[src/rtl/logic_reduce_unit.sv]
// Streaming multi-operand boolean reducer: folds a packet of WIDTH-bit beats
// with AND/OR/XOR (optionally inverted) and presents one registered result.
module logic_reduce_unit #(
   parameter int WIDTH   = 8,
   parameter int MAX_OPS = 16,
   parameter int CNT_W   = 5
) (
   input  logic             clk,
   input  logic             rst,
   input  logic [2:0]       op_sel,
   input  logic             in_valid,
   output logic             in_ready,
   input  logic [WIDTH-1:0] in_data,
   input  logic             in_last,
   output logic             out_valid,
   input  logic             out_ready,
   output logic [WIDTH-1:0] out_data,
   output logic [CNT_W-1:0] out_count,
   output logic             out_err
);

   localparam logic [1:0] S_IDLE = 2'd0;
   localparam logic [1:0] S_ACC  = 2'd1;
   localparam logic [1:0] S_DONE = 2'd2;

   localparam logic [CNT_W-1:0] MAX_CNT = CNT_W'(MAX_OPS);

   logic [1:0]       state_q, state_d;
   logic [2:0]       op_q, op_d;
   logic [WIDTH-1:0] acc_q, acc_d;
   logic [CNT_W-1:0] count_q, count_d;
   logic             trunc_q, trunc_d;
   logic [WIDTH-1:0] out_data_q, out_data_d;
   logic [CNT_W-1:0] out_count_q, out_count_d;
   logic             out_err_q, out_err_d;
   logic             beat;
   logic             finish;

   function automatic logic [WIDTH-1:0] base_op(input logic [2:0] op,
                                                input logic [WIDTH-1:0] a,
                                                input logic [WIDTH-1:0] b);
      case (op)
         3'd0, 3'd3: base_op = a & b;
         3'd1, 3'd4: base_op = a | b;
         3'd2, 3'd5: base_op = a ^ b;
         default:    base_op = a | b;
      endcase
   endfunction

   // Ready is a pure decode of state (and reset), so out_ready never reaches it.
   assign in_ready  = !rst && (state_q != S_DONE);
   assign out_valid = (state_q == S_DONE);
   assign out_data  = out_data_q;
   assign out_count = out_count_q;
   assign out_err   = out_err_q;

   assign beat = in_valid && in_ready;

   always_comb begin
      state_d     = state_q;
      op_d        = op_q;
      acc_d       = acc_q;
      count_d     = count_q;
      trunc_d     = trunc_q;
      out_data_d  = out_data_q;
      out_count_d = out_count_q;
      out_err_d   = out_err_q;
      finish      = 1'b0;

      case (state_q)
         S_IDLE: begin
            if (beat) begin
               op_d    = op_sel;
               acc_d   = in_data;
               count_d = CNT_W'(1);
               trunc_d = 1'b0;
               finish  = in_last;
               state_d = in_last ? S_DONE : S_ACC;
            end
         end
         S_ACC: begin
            if (beat) begin
               acc_d   = base_op(op_q, acc_q, in_data);
               count_d = count_q + CNT_W'(1);
               // Hitting the operand limit closes the packet even without in_last.
               if (in_last || (count_d == MAX_CNT)) begin
                  finish  = 1'b1;
                  trunc_d = !in_last;
                  state_d = S_DONE;
               end
            end
         end
         S_DONE: begin
            if (out_ready) begin
               state_d = S_IDLE;
               acc_d   = '0;
               count_d = '0;
               trunc_d = 1'b0;
            end
         end
         default: state_d = S_IDLE;
      endcase

      // Result registers are loaded once, on the edge that enters DONE.
      if (finish) begin
         if (op_d > 3'd5)
            out_data_d = '0;
         else if (op_d >= 3'd3)
            out_data_d = ~acc_d;
         else
            out_data_d = acc_d;
         out_count_d = count_d;
         out_err_d   = (op_d > 3'd5) | trunc_d;
      end
   end

   always_ff @(posedge clk or posedge rst) begin
      if (rst) begin
         state_q     <= S_IDLE;
         op_q        <= '0;
         acc_q       <= '0;
         count_q     <= '0;
         trunc_q     <= 1'b0;
         out_data_q  <= '0;
         out_count_q <= '0;
         out_err_q   <= 1'b0;
      end else begin
         state_q     <= state_d;
         op_q        <= op_d;
         acc_q       <= acc_d;
         count_q     <= count_d;
         trunc_q     <= trunc_d;
         out_data_q  <= out_data_d;
         out_count_q <= out_count_d;
         out_err_q   <= out_err_d;
      end
   end

endmodule

[config.mk]
export PLATFORM = sky130hd
export DESIGN_NAME = logic_reduce_unit
export DESIGN_NICKNAME = d
export VERILOG_FILES = /design/src/rtl/logic_reduce_unit.sv
export SDC_FILE = /design/constraint.sdc
export NUM_CORES = 1
export LEC_CHECK = 0
export CORE_MARGIN = 1
export CORE_UTILIZATION = 59
export DETAILED_ROUTE_END_ITERATION = 7
export PLACE_DENSITY_LB_ADDON = 0.2
export SETUP_SLACK_MARGIN = 0.2
export SYNTH_ARGS = -nofsm -noshare
export SYNTH_HDL_FRONTEND = slang
export SYNTH_SLANG_ARGS = --single-unit
[constraint.sdc]
create_clock -name clk -period 3.5 [get_ports clk]
set_input_delay 0.7 -clock clk [delete_from_list [all_inputs] [get_ports clk]]
set_output_delay 0.7 -clock clk [all_outputs]
set_load 0.01 [all_outputs]
==> reports/results.txt <==
Final worst path period share -> 75.9%
Die area -> 4240 sq um
Max Slew Vio Count -> 0
Final worst path period need -> 2.65 ns
Kind of critical path -> input port to flop
CTS tree -> yes
Vias in the first global route -> 1808
CP Cell Sequence -> clkdlybuf4s50_1, or3b_1, and2_1, o21ai_0, nand3_1, mux2_2
IO Count -> 32
Top delay family on crit path -> simple AND/OR/NAND/NOR gates
Routed Antenna Nets -> 0
Slowest stage cell, crit path -> or3b_1
Peak VDD IR -> 0.546 mV
Initial DRC count -> 124
Outcome -> complete, no violations
Pre-antenna DRT Iters -> 4
Worst hold-check path type -> flop to flop
Cells after Synth -> 232
Post-synth ARST share -> 100%
Number of flops mapped to enable cells by yosys -> 0
Seq/Total Area, Yosys -> 35.1%
First-pass GRT wire length -> 8550 um
Initial Util -> 62.8%
IO buf count -> 31
Final net count -> 290
FMAX -> 0.377 GHz
Gr usage total -> 26.9%
CTS Buf Count -> 5
Max Cap Viol -> 0
CTS H-Tree Depth -> 2
Die W -> 65.1 um
Final setup viols -> 0
CTS Hold Bufs -> 0
Final HPWL from detailed placement -> 3560 um
WL/cell -> 17.0 um
Via-to-Cell Ratio -> 6.20
Top fanout value on the critical path -> 11
DIE HEIGHT -> 65.1 um
Slowest stage delay, CP -> 0.59 ns
Reg2reg setup slack -> 1.11 ns
Register bit total from synthesis -> 33
# diodes -> 0
P_leak -> 1.18 nW
Hold_sp -> out_data[0]$_DFFE_PP0P_
Mean Syn Cell Area -> 10.1 sq um
Hold Vio Cnt, Final -> 0
R2R Path Start -> op_q[1]$_DFF_PP0_
Worst R2R Path Depth -> 5
Skew-Pair Late Insertion Delay -> 0.29 ns
Core region area -> 3740 sq um
Largest net degree at the start of global routing -> 34
Worst rel slew slack -> 35.7%
Rows -> 22
Worst endpoint data arrival time -> 2.82 ns
Routed wire length -> 5150 um
Slew @ Worst Pin -> 0.965 ns
Pwr dens -> 603 nW/um^2
Clk_skew -> 0.00915 ns
Hold Path Sink -> out_data[0]$_DFFE_PP0P_
Max Root-Sink Buffers -> 2
Critical path buffers and inverters -> 1
Clk sink count -> 33
Hold Path Cell Cnt -> 1
Primary FF master, synth -> dfrtp_1
Via count -> 1878
Final core utilization -> 72.6%
Drc violations -> 0
Post-Syn Area -> 2350 sq um
Mapped Nets -> 267
Routability cong. -> 0.846
Grt ovf -> 0
Setup bufs post-CTS -> 0
Worst r2r dst -> out_data[6]$_DFFE_PP0P_
Synth-to-Final Area Change -> 15.5%
Root Buffer -> clkbuf_8
Post-route setup TNS -> 0 ns
RSZ-0062 raised after global routing -> false
Layout cells sized above 1 -> 10.2%
Post-CTS sizing -> 0
Initial antenna violation count -> 0
Reg clk slew, reported paths -> 0.06 ns
Synth warnings -> 0
Worst setup EP type -> flop
Worst endpoint required time -> 3.67 ns
Post-synthesis cell type count -> 56
Startpoint Class -> input port
==> cell usage in the layout, fill, tap and decap left out, types with 6 or more instances in the layout <==
cell	count
nand2_1	9
xnor2_1	8
mux2_2	7
nor2_1	10
o2bb2ai_1	8
nor2b_1	7
ha_1	19
inv_1	22
clkbuf_8	6
a32oi_1	7
dfrtp_1	33
mux2i_1	7
o21ai_0	10
clkdlybuf4s50_1	31
==> through the flow <==
| step | setup slack, ns | hold slack, ns | total power, mW | cells | cell area [sq um] |
|---|---|---|---|---|---|
| 2_1_floorplan | 1.40 | 0.481 | 1.10 | 232 | 2350 |
| 3_3_place_gp | 0.650 | 0.481 | 1.32 | 296 | 2630 |
| 3_5_place_dp | 0.596 | 0.483 | 1.34 | 296 | 2630 |
| 4_1_cts | 0.866 | 0.500 | 1.64 | 303 | 2720 |
| 5_1_grt | 0.706 | 0.523 | 1.75 | 303 | 2720 |
| 6_report | 0.845 | 0.500 | 1.64 | 303 | 2720 |
==> how the worst max path moves through the flow <==
stage,endpoint,startpoint,cells past startpoint,slack (ns)
2_1_floorplan,out_count[1]$_DFFE_PP0P_,rst,6,1.40
3_3_place_gp,out_data[1]$_DFFE_PP0P_,rst,6,0.65
3_5_place_dp,out_data[1]$_DFFE_PP0P_,rst,6,0.60
4_1_cts,in_ready,rst,3,0.87
5_1_grt,out_err$_DFFE_PP0P_,rst,6,0.71
6_report,out_err$_DFFE_PP0P_,rst,6,0.85
==> flip-flops by register name, indices dropped and copies added, names as in the netlist <==
register   flops
acc_q          8
out_data       8
count_q        5
out_count      5
op_q           3
state_q        2
out_err        1
trunc_q        1
==> cell type report <==
class                      instances  area (sq um)
multi-input combinational        160          1340
fill                             295          1030
sequential                        33           826
timing repair buffer              33           325
clock buffer                       7          86.3
inverter                          22          82.6
tap                               48          60.1
==> power breakdown <==
group,switching [mW],internal (mW)
sequential,0.153,0.491
clock,0.136,0.156
combinational,0.316,0.388
total,0.604,1.04
==> synthesized netlist by cell type (3+ instances only) <==
cell,count,area (sq um)
nor2b_1,7,43.8
o31ai_1,3,22.5
dfrtp_1,33,826
o21ai_0,10,50.1
xor2_1,3,26.3
buf_2,6,30.0
clkbuf_1,4,15.0
nor2_1,10,37.5
a311o_1,3,30.0
buf_4,3,22.5
inv_1,22,82.6
ha_1,19,238
mux2i_1,7,70.1
xnor2_1,8,70.1
nand2_1,9,33.8
nand3_1,3,15.0
buf_6,3,33.8
nor4bb_1,4,40.0
mux2_2,7,78.8
nand2b_1,4,25.0
nand3b_1,3,22.5
o2bb2ai_1,8,70.1
a32oi_1,7,61.3
==> kinds of logic after synthesis <==
logic type               count (synthesis)  share of synthesized area [%]
adder cells (fa/ha/maj)                 19                           10.1
AO/OA/AOI/OAI                           57                           19.3
buffers and inverters                   39                           8.04
flip-flops                              33                           35.1
multiplexers                            16                           7.45
AND/OR/NAND/NOR                         57                           15.9
XOR/XNOR                                11                           4.10
==> layer usage <==
metal	wire, um	GRT usage, %
met3	257	4.51
met2	2270	40.2
met1	2520	38.5
met4	104	11.7
met5	0	0
(Power assumes the default switching activity.)
